### src/rtl/jpc_pc_seq.sv
// jpc_pc_seq: program-counter sequencer with redirect, trap vectoring and return-address stack
module jpc_pc_seq #(
  parameter int ADDR_W = 32,
  parameter int INSN_BYTES = 4,
  parameter logic [ADDR_W-1:0] RESET_VEC = '0,
  parameter logic [ADDR_W-1:0] TRAP_VEC = 'h100,
  parameter int RAS_DEPTH = 4,
  parameter bit BIG_ENDIAN = 1'b0
) (
  input  logic              clk,
  input  logic              rst_n,
  input  logic              en_I,
  input  logic              redirect_I,
  input  logic [ADDR_W-1:0] redirect_pc_I,
  input  logic              call_I,
  input  logic              ret_I,
  input  logic              trap_I,
  output logic [ADDR_W-1:0] pc_O,
  output logic              pc_valid_O,
  output logic              ras_empty_O,
  output logic              ras_full_O,
  output logic              misalign_O,
  output logic              ras_err_O
);
  localparam int NB = ADDR_W / 8;
  localparam int PW = $clog2(RAS_DEPTH);
  localparam int CW = $clog2(RAS_DEPTH + 1);
  localparam logic [ADDR_W-1:0] STEP = ADDR_W'(INSN_BYTES);
  localparam logic [ADDR_W-1:0] MASK = ADDR_W'(INSN_BYTES - 1);
  localparam logic [CW-1:0] FULL_CNT = CW'(RAS_DEPTH);

  logic [ADDR_W-1:0] pc_q, pc_d, rev, tgt_raw, tgt, seq;
  logic [ADDR_W-1:0] ras_q [RAS_DEPTH];
  logic [ADDR_W-1:0] ras_d [RAS_DEPTH];
  logic [PW-1:0] top_q, top_d;
  logic [CW-1:0] cnt_q, cnt_d;
  logic valid_q, valid_d, mis_q, mis_d, err_q, err_d, full;

  // Redirect target: optional byte reversal, then forced to instruction alignment
  always_comb begin
    rev = redirect_pc_I;
    for (int i = 0; i < NB; i++) rev[i*8 +: 8] = redirect_pc_I[(NB-1-i)*8 +: 8];
    tgt_raw = BIG_ENDIAN ? rev : redirect_pc_I;
    tgt = tgt_raw & ~MASK;
  end

  // Next-state selection in priority order: trap, redirect(+call), return, advance, hold
  always_comb begin
    seq = pc_q + STEP;
    full = cnt_q == FULL_CNT;
    pc_d = pc_q;
    ras_d = ras_q;
    top_d = top_q;
    cnt_d = cnt_q;
    err_d = err_q;
    mis_d = 1'b0;
    valid_d = 1'b1;
    if (trap_I) begin
      pc_d = TRAP_VEC;
      cnt_d = '0;
    end else if (redirect_I) begin
      pc_d = tgt;
      mis_d = |(tgt_raw & MASK);
      if (call_I) begin
        top_d = top_q + 1'b1;
        ras_d[top_d] = seq;
        cnt_d = full ? cnt_q : cnt_q + 1'b1;
        err_d = err_q | full;
      end
    end else if (ret_I && en_I) begin
      if (cnt_q != '0) begin
        pc_d = ras_q[top_q];
        top_d = top_q - 1'b1;
        cnt_d = cnt_q - 1'b1;
      end else begin
        pc_d = seq;
        err_d = 1'b1;
      end
    end else if (en_I) begin
      pc_d = seq;
    end
  end

  // State register with asynchronous reset that discards any in-flight stack update
  always_ff @(posedge clk or negedge rst_n) begin
    if (!rst_n) begin
      pc_q <= RESET_VEC;
      valid_q <= 1'b0;
      mis_q <= 1'b0;
      err_q <= 1'b0;
      top_q <= '0;
      cnt_q <= '0;
      for (int i = 0; i < RAS_DEPTH; i++) ras_q[i] <= '0;
    end else begin
      pc_q <= pc_d;
      valid_q <= valid_d;
      mis_q <= mis_d;
      err_q <= err_d;
      top_q <= top_d;
      cnt_q <= cnt_d;
      ras_q <= ras_d;
    end
  end

  assign pc_O = pc_q;
  assign pc_valid_O = valid_q;
  assign ras_empty_O = cnt_q == '0;
  assign ras_full_O = cnt_q == FULL_CNT;
  assign misalign_O = mis_q;
  assign ras_err_O = err_q;
endmodule

### config.mk
export PLATFORM = sky130hd
export DESIGN_NAME = jpc_pc_seq
export DESIGN_NICKNAME = d
export VERILOG_FILES = /design/src/rtl/jpc_pc_seq.sv
export SDC_FILE = /design/constraint.sdc
export NUM_CORES = 1
export LEC_CHECK = 0
export ABC_CLOCK_PERIOD_IN_PS = 5420
export CORE_MARGIN = 2
export CORE_UTILIZATION = 60
export CTS_CLUSTER_SIZE = 30
export DETAILED_ROUTE_END_ITERATION = 7
export GPL_TIMING_DRIVEN = 0
export PLACE_DENSITY = 0.83
export RECOVER_POWER = 100
export SYNTH_ARGS = -nofsm -noshare
export SYNTH_HDL_FRONTEND = slang
export SYNTH_SLANG_ARGS = --single-unit
export TNS_END_PERCENT = 50
### constraint.sdc
create_clock -name clk -period 5.42 [get_ports clk]
set_input_delay 0.542 -clock clk [delete_from_list [all_inputs] [get_ports clk]]
set_output_delay 0.542 -clock clk [all_outputs]
set_load 0.01 [all_outputs]
* After elaboration in Yosys (flattened, before gate mapping) *
Cells that the tools add are included.

storage, ports and cells
  register bits after elaboration = 168
  input bits = 39
  logic and storage cells = 68

operators by class
  $add $sub $neg = 5
  $lt $le $gt $ge = 3
  reductions and logical operators = 14
  bitwise gates (word level) = 4
  multiplexer cells = 27
  eq/ne operators = 5

operators with widths
  operator                                                  number
  two-way mux 32 bit                                        8
  bitwise mux 128 bit                                       1
  binary-select mux 32 bit (select 2 bit)                   1
  demux 32 bit (select 2 bit)                               1
  adder 32 x 3 -> 32 bit, second input constant             1
  two-way mux 3 bit                                         6
  AND reduction 4 bit                                       3
  nonzero test 3 bit                                        3
  two-way mux 2 bit                                         4
  greater-or-equal comparator 3 bit, second input constant  2
  two-way mux 1 bit                                         6
  inverter 2 -> 3 bit                                       2
  nonzero test 2 bit                                        2
  nonzero test 4 bit                                        1
  adder 3 x 1 -> 3 bit, second input constant               1
  == test 3 bit, second input constant                      1
  zero test 3 bit                                           1
  < comparator 3 x 1 -> 1 bit, second input constant        1
  inequality test 3 x 1 -> 1 bit, second input constant     1
  inequality test 3 bit, second input constant              1
  AND reduction 3 bit                                       1
  subtractor 3 x 1 -> 3 bit, second input constant          1
  adder 2 x 1 -> 2 bit, second input constant               1
  logical AND 1 bit                                         2
  6 further kinds                                           6

* Longest topological paths before layout *
Gate-level depths: netlist of run 1.

  word-level depth = 8
  depth in mapped cells = 8
  mapped depth without buffers = 6

* Worst setup path before layout of run 1 *
No wires, ideal clock.

  path kind = register to register
  from = register top_q[1]
  to = register ras_q[33] in the netlist's numbering
  slack = 3.399 ns
  setup time = 0.125 ns
  arrival = 1.896 ns
  required time = 5.295 ns
  clock period less this slack = 2.021 ns
  stages on the path, launching flop included = 8
  path through = dfrtp_1 > buf_2 > clkbuf_1 > inv_1 > ha_1 > nand3_1 > clkbuf_1 > mux2_2

on the way
  word-level cells in the longest chain between the ends = 7
  elaborated cells between the ends (all ways) = 8
  classes of those cells = 1 x add/sub; 2 x order compare; 3 x mux; 1 x bitwise; 1 x reduce/logical

ends and longest elaborated chain
  element                                                                                                        line  text
  start, declared                                                                                                35    logic [PW-1:0] top_q, top_d;
  start signal, assigned                                                                                         99    top_q <= top_d;
  adder 2 x 1 -> 2 bit (*)                                                                                       65    top_d = top_q + 1'b1;
  inverter 2 -> 3 bit (not written as such) (*)                                                                  66    ras_d[top_d] = seq;
  greater-or-equal comparator 3 bit (not written as such) / < comparator 3 x 1 -> 1 bit (equally long branches)  66
  logical AND 1 bit (not written as such)                                                                        66
  two-way mux 32 bit (not written as such)                                                                       66
  demux 32 bit (select 2 bit) (*)                                                                                66
  bitwise mux 128 bit (*)                                                                                        66
  end signal, assigned                                                                                           101   ras_q <= ras_d;
  end, declared                                                                                                  33    logic [ADDR_W-1:0] ras_q [RAS_DEPTH];

Every way passes the cells marked *; elsewhere a longest branch is shown, timed or not.
A chain may end at the register's enable or synchronous reset.

* Final worst setup path of run 1 *
  from = register top_q[0]
  to = register ras_q[65] in the netlist's numbering

The elaborated chain is that of the path after synthesis.

==> results.cfg, run 1 <==
[status]
run_status = complete, but fails checks
violated_checks = DRC, capacitance limit, slew limit

[placed_design]
dp.final_hpwl_um = 17450
portBuffers = 73
globalplace.congestion = 0.9069

[clock_tree]
tritoncts = built
clock_sinks = 168
post_cts_resize_count = 0
numCtsBuffers = 17
ctsHoldBuffers = 0
cts_max_path_buffers = 2
worst_path_clk_slew_ns = 0.06
clock_tree.htree_level_count = 4
root_buffer = sky130_fd_sc_hd__clkbuf_16
post-cts-setup-buffer-count = 0
worstSkewPairLatency_ns = 0.45

[routing]
detail_route.drc_violations = 2
ant_nets = 0
wl_um = 26820
routed_via_density = 6.809
routed-wl-met2_um = 12170
routedWlPerCell_um = 24.33
drc_violation_total_after_the_first_tritonroute_iteration = 1089
initial_drt_pass_iterations = 8
routedLengthMet1_um = 9953
routed-wl-met3_um = 3206
vias = 7503
top_signal_layer_used = met4

[timing]
setup_violations = 0
slew_headroom_pct = -124.6
slew_viol_final = 61
setup-tns-final_ns = 0
finalHoldViolations = 0
fin_crit_period_ns = 3.385
worst_clock_skew_ns = 0.01004
clock.fmax_mhz = 295.4
grt_setup_unrepaired = false
whs_ns = 0.4773
min_period_over_period_pct = 62.46
timing_worst_slew_pin_value_ns = 3.369

[logic_synthesis]
synth.ff_latch_count = 168
synth_most_common_cell = sky130_fd_sc_hd__dfrtp_1
post-synth-top-area-cell = sky130_fd_sc_hd__dfrtp_1
yosysSeqAreaShare_pct = 49.51
synth_commonest_cells = sky130_fd_sc_hd__dfrtp_1 (168), sky130_fd_sc_hd__nand2_1 (147), sky130_fd_sc_hd__o21ai_0 (78)
syn_area_per_cell_um2 = 10.41
mappedNetlistNets = 861
syn-cell-area_mm2 = 0.008491
yosys-top-cells-area = sky130_fd_sc_hd__dfrtp_1 (50%), sky130_fd_sc_hd__mux4_2 (8.5%), sky130_fd_sc_hd__nand2_1 (6.5%), sky130_fd_sc_hd__o21ai_0 (4.6%), sky130_fd_sc_hd__o21ai_1 (3.2%)
ys.flop_type = sky130_fd_sc_hd__dfrtp_1
distinct_cell_type_count_after_synthesis = 68
postSynth.asyncResetShare_pct = 100.0
synth-warning-count = 0
post_synth_inst_count = 816
synth-edff-count = 0
post-synth-top-area-fraction_pct = 49.51

[floorplan]
floorplan.die.width_um = 123.0
io_pins = 76
overall_die_area_mm2 = 0.01512
coreArea_mm2 = 0.01383
initial_core_utilization_pct = 61.41
die_height_um = 123.0
rows = 43

[worst_setup_path]
endpoint_kind = flop
setup.reg_to_reg.worst_slack_ns = 2.03
crit_arrival_ns = 3.71
worst-endpoint-required_ns = 5.75
critPathKind = flop to flop
worstPathMaxFanout = 10
worstSetupStartpointType = flop

[grt]
grt_first_pass_wirelength_um = 41130
global_route.usage.total_pct = 37.28
grt_overflow = 0
antenna_found_initial = 0
grt_pass1_vias = 7281
grt_start_max_net_pins = 109

[power]
vdd.ir_drop.worst_mv = 0.2917
power.static_leakage_nw = 4.453
p_per_area_mw_per_mm2 = 446.5

[run]
timing.max_cap.violations = 1

[finish]
area.growth.synth_to_final_pct = 18.49
final_layout_size_suffix_gt1_share_pct = 11.71
final_net_count = 954
num_antenna_cells = 0

[hold_path]
worst_hold_path_type = flop to flop
==> worst paths after layout <==
path | start | to | cells past startpoint
worst max-delay path | top_q[0] | ras_q[65] | 7
worst min-delay path | ras_q[74] | ras_q[74] | 2
worst max register to register | top_q[0] | ras_q[65] | 7
worst min register to register | ras_q[74] | ras_q[74] | 2
max in group asynchronous | rst_n | pc_O[1] | 1
min in group asynchronous | rst_n | ras_q[123] | 1
==> report_power, final <==
group / internal [W] / total [W] / switching (W)
Combinational: 0.000588 / 0.00127 / 0.000686
Sequential: 0.00166 / 0.00192 / 0.000261
Clock: 0.000804 / 0.00130 / 0.000499
Total: 0.00305 / 0.00449 / 0.00145
==> cell families after synthesis <==
| logic type | synth area share, % |
|---|---|
| AND/OR/NAND/NOR | 14.32 |
| AO/OA/AOI/OAI | 16.49 |
| adder cells (fa/ha/maj) | 0.9726 |
| flip-flops | 49.51 |
| other | 0.04417 |
| multiplexers | 11.02 |
| XOR/XNOR | 3.375 |
| buffers and inverters | 4.259 |
==> routing by layer <==
| metal | up-vias | track usage, % |
|---|---|---|
| met1 | 3665 | 49.62 |
| met3 | 149 | 10.98 |
| li1 | 3123 | - |
| met5 | - | 0 |
| met4 | 0 | 21.41 |
| met2 | 566 | 54.87 |
==> registers in the layout, summed over array words and instances, names as in the netlist <==
signal / count
top_q: 2
pc_valid_O: 1
pc_O: 32
ras_err_O: 1
ras_q: 128
misalign_O: 1
cnt_q: 3
==> worst max-delay path: stages, from the launching register on <==
cell                       delay, ns
sky130_fd_sc_hd__dfrtp_1        0.38
sky130_fd_sc_hd__clkbuf_1       0.36
sky130_fd_sc_hd__clkbuf_1       0.80
sky130_fd_sc_hd__inv_1          0.23
sky130_fd_sc_hd__ha_1           0.28
sky130_fd_sc_hd__nand3_1        0.27
sky130_fd_sc_hd__clkbuf_1       0.54
sky130_fd_sc_hd__mux2_2         0.41
==> stage by stage <==
stage | worst slack (ns) | cell area [um2] | instances | power [W] | util (%)
finish | 2.035 | 10060 | 1102 | 0.004492 | 72.76
global route | 1.600 | 10060 | 1102 | 0.004676 | 72.76
CTS | 2.590 | 10100 | 1102 | 0.004493 | 73.06
detailed placement | 2.217 | 9479 | 1070 | 0.003199 | 68.55
global placement | -3.033 | 9447 | 1069 | 0.003131 | 68.32
floorplan | 3.399 | 8491 | 816 | 0.002749 | -
==> layout make-up <==
| type | count | area, um2 |
|---|---|---|
| plain buffers | 63 | 285.3 |
| inverters | 15 | 56.30 |
| flip-flops and latches | 168 | 4204 |
| fillers | 985 | 3766 |
| clock buffers | 23 | 478.0 |
| well taps | 180 | 225.2 |
| clock inverters | 9 | 145.1 |
| multi-input cells | 570 | 3915 |
| repair buffers | 74 | 752.0 |
==> placed cells by master (no fill, tap or decap), drive strengths merged, types with 15 or more instances in the layout <==
| master | instances |
|---|---|
| xnor2 | 15 |
| a21oi | 20 |
| nand3 | 26 |
| clkbuf | 69 |
| nand4 | 15 |
| mux4 | 32 |
| dfrtp | 168 |
| o21ai | 133 |
| inv | 15 |
| nand2 | 147 |
| dlygate4sd3 | 38 |
| clkdlybuf4s50 | 34 |
| xor2 | 16 |
| nor2 | 29 |
| buf | 19 |
Note: power is estimated with default switching activity, not from simulation.
==> run 2: changes to the inputs <==
- ABC_CLOCK_PERIOD_IN_PS: 5420 -> 2700
- CORE_UTILIZATION: 60 -> 52
- PLACE_DENSITY: 0.83 -> 0.76
- clock period: 5.42 -> 2.7 ns (I/O delays scaled with it)
==> run 2 against run 1 <==
The run now ends clean. Clock skew about the same. Largest cell class unchanged. Non-clock buffer count unchanged. Count of clock-buffer cells in the layout decreased by 6. Die area increased by 15%. Critical path type is now primary input to flop. Highest routed layer unchanged.
==> results.cfg, run 2 (synthesized netlist as in run 1, its figures left out) <==
[floorplan]
die_height_um = 131.8
rows = 46
overall_die_area_mm2 = 0.01737
floorplan.die.width_um = 131.8
io_pins = 76
coreArea_mm2 = 0.01594
initial_core_utilization_pct = 53.26

[worst_setup_path]
endpoint_kind = flop
worst-endpoint-required_ns = 3.03
worstPathMaxFanout = 10
crit_path_cell_trace = clkdlybuf4s50_1 > buf_2 > nor2_1 > nand2_1 > clkbuf_1 > o21a_1
critPathKind = primary input to flop
crit_arrival_ns = 3.03
worstPathBufferInverterCount = 3
worstSetupStartpointType = primary input
critPathTopFamily = simple AND/OR/NAND/NOR gates
max_stage_delay_ns = 0.71
worst_path_max_delay_cell = sky130_fd_sc_hd__nor2_1

[grt]
grt_first_pass_wirelength_um = 39990
grt_start_max_net_pins = 125
grt_pass1_vias = 6970
antenna_found_initial = 0
grt_overflow = 0
global_route.usage.total_pct = 30.62

[power]
vdd.ir_drop.worst_mv = 0.5371
power.static_leakage_nw = 4.417
post-layout-total-power_w = 0.009059
p_per_area_mw_per_mm2 = 896.4

[placed_design]
dp.final_hpwl_um = 17250
globalplace.congestion = 0.9125
post-place-ws_ns = -0.1761
portBuffers = 73

[clock_tree]
worst_path_clk_slew_ns = 0.07
cts_max_path_buffers = 2
root_buffer = sky130_fd_sc_hd__clkbuf_16
clock_sinks = 168
worstSkewPairLatency_ns = 0.44
numCtsBuffers = 17
tritoncts = built
clock_tree.htree_level_count = 4

[routing]
initial_drt_pass_iterations = 5
detail_route.drc_violations = 0
routed_via_density = 6.299
drc_violation_total_after_the_first_tritonroute_iteration = 799
ant_nets = 0
vias = 7168
wl_um = 25830
routedWlPerCell_um = 22.70

[finish]
multi_input_area_mm2 = 0.003879
fin_util_pct = 63.39
register_area_mm2 = 0.004204
layout_common_cells = sky130_fd_sc_hd__dfrtp_1 (168), sky130_fd_sc_hd__nand2_1 (147), sky130_fd_sc_hd__o21ai_0 (115)
final_net_count = 954
num_antenna_cells = 0
n_fill_cell = 1311
largest_register_ffs = 128
registers.top_by_ff_count = ras_q
final_common_cell = sky130_fd_sc_hd__dfrtp_1
final_layout_size_suffix_gt1_share_pct = 12.80
area.growth.synth_to_final_pct = 19.02

[timing]
setup-tns-final_ns = 0
whs_ns = 0.3562
clock.fmax_mhz = 371.2
slew_headroom_pct = 20.51
fin_crit_period_ns = 2.694
timing_worst_slew_pin_value_ns = 1.192
grt_setup_unrepaired = false
setup_violations = 0
min_period_over_period_pct = 99.79
finalHoldViolations = 0
final_worst_setup_slack_ns = 0.005774
worst_clock_skew_ns = 0.01036
slew_viol_final = 0

[status]
run_status = completed

[run]
timing.max_cap.violations = 0

[hold_path]
worst_hold_path_type = primary input to flop
## run 2: cell types whose count changed in the layout (fill, tap and decap cells not counted), moves of 3 or more
cell                       before  now
sky130_fd_sc_hd__o21ai_0      130  115
sky130_fd_sc_hd__o21ai_1        3   18
sky130_fd_sc_hd__clkbuf_1      49   37
sky130_fd_sc_hd__clkbuf_2       0    4
sky130_fd_sc_hd__buf_2          9   12
sky130_fd_sc_hd__clkbuf_8       3    0
sky130_fd_sc_hd__inv_6          0    3
## run 2: tightest hold or removal path: stages
cell	delay, ns
sky130_fd_sc_hd__clkdlybuf4s50_1	0.40
sky130_fd_sc_hd__nand2_1	0.05
sky130_fd_sc_hd__nand2_1	0.04
## run 2: cell type report
| cell class | instances | share of cell area (%) |
|---|---|---|
| flip-flops and latches | 168 | 41.60 |
| multi-input cells | 570 | 38.38 |
| repair buffers | 75 | 7.391 |
| clock buffers | 17 | 4.210 |
| plain buffers | 62 | 2.971 |
| well taps | 216 | 2.674 |
| clock inverters | 15 | 2.216 |
| inverters | 15 | 0.5571 |
## run 2: metal layers
layer / share of wire, % / vias to the layer above / wire, um / track usage, %
li1: - / 3116 / - / -
met1: 39 / 3522 / 10150 / 41.16
met3: 9.8 / 82 / 2543 / 8.535
met5: 0 / - / 0 / 0
met2: 47 / 448 / 12080 / 46.63
met4: 4.1 / 0 / 1063 / 14.19
## run 2: final timing paths
| path | end | start | slack (ns) | cells past startpoint |
|---|---|---|---|---|
| worst max register to register | pc_O[8] | top_q[1] | 0.05 | 6 |
| worst min register to register | ras_q[30] | ras_q[30] | 0.48 | 2 |
| min in group asynchronous | ras_q[117] | rst_n | 0.60 | 2 |
| worst max-delay path | pc_O[6] | trap_I | 0.006 | 6 |
| worst min-delay path | pc_O[4] | redirect_pc_I[4] | 0.36 | 3 |
| max in group asynchronous | ras_q[18] | rst_n | 0.34 | 3 |
## run 2: report_power, final
group / switching, W / internal [W]
logic: 0.00132 / 0.00119
registers: 0.000503 / 0.00332
clock network: 0.00107 / 0.00165
total: 0.00290 / 0.00616
## run 2: timing repair
action | 4_1_cts | 5_1_grt
resized for setup | 0 | 4
setup buffers | 0 | 0
setup endpoints to repair | 16 | 7
hold buffers | 1 | 0
endpoints found under the hold margin | 44 | 0
## run 2: per-stage QoR
stage | std cells | cell area, um2
detailed placement | 1106 | 9524
CTS | 1138 | 10180
global route | 1138 | 10110
floorplan | 816 | 8491
global placement | 1105 | 9492
finish | 1138 | 10110
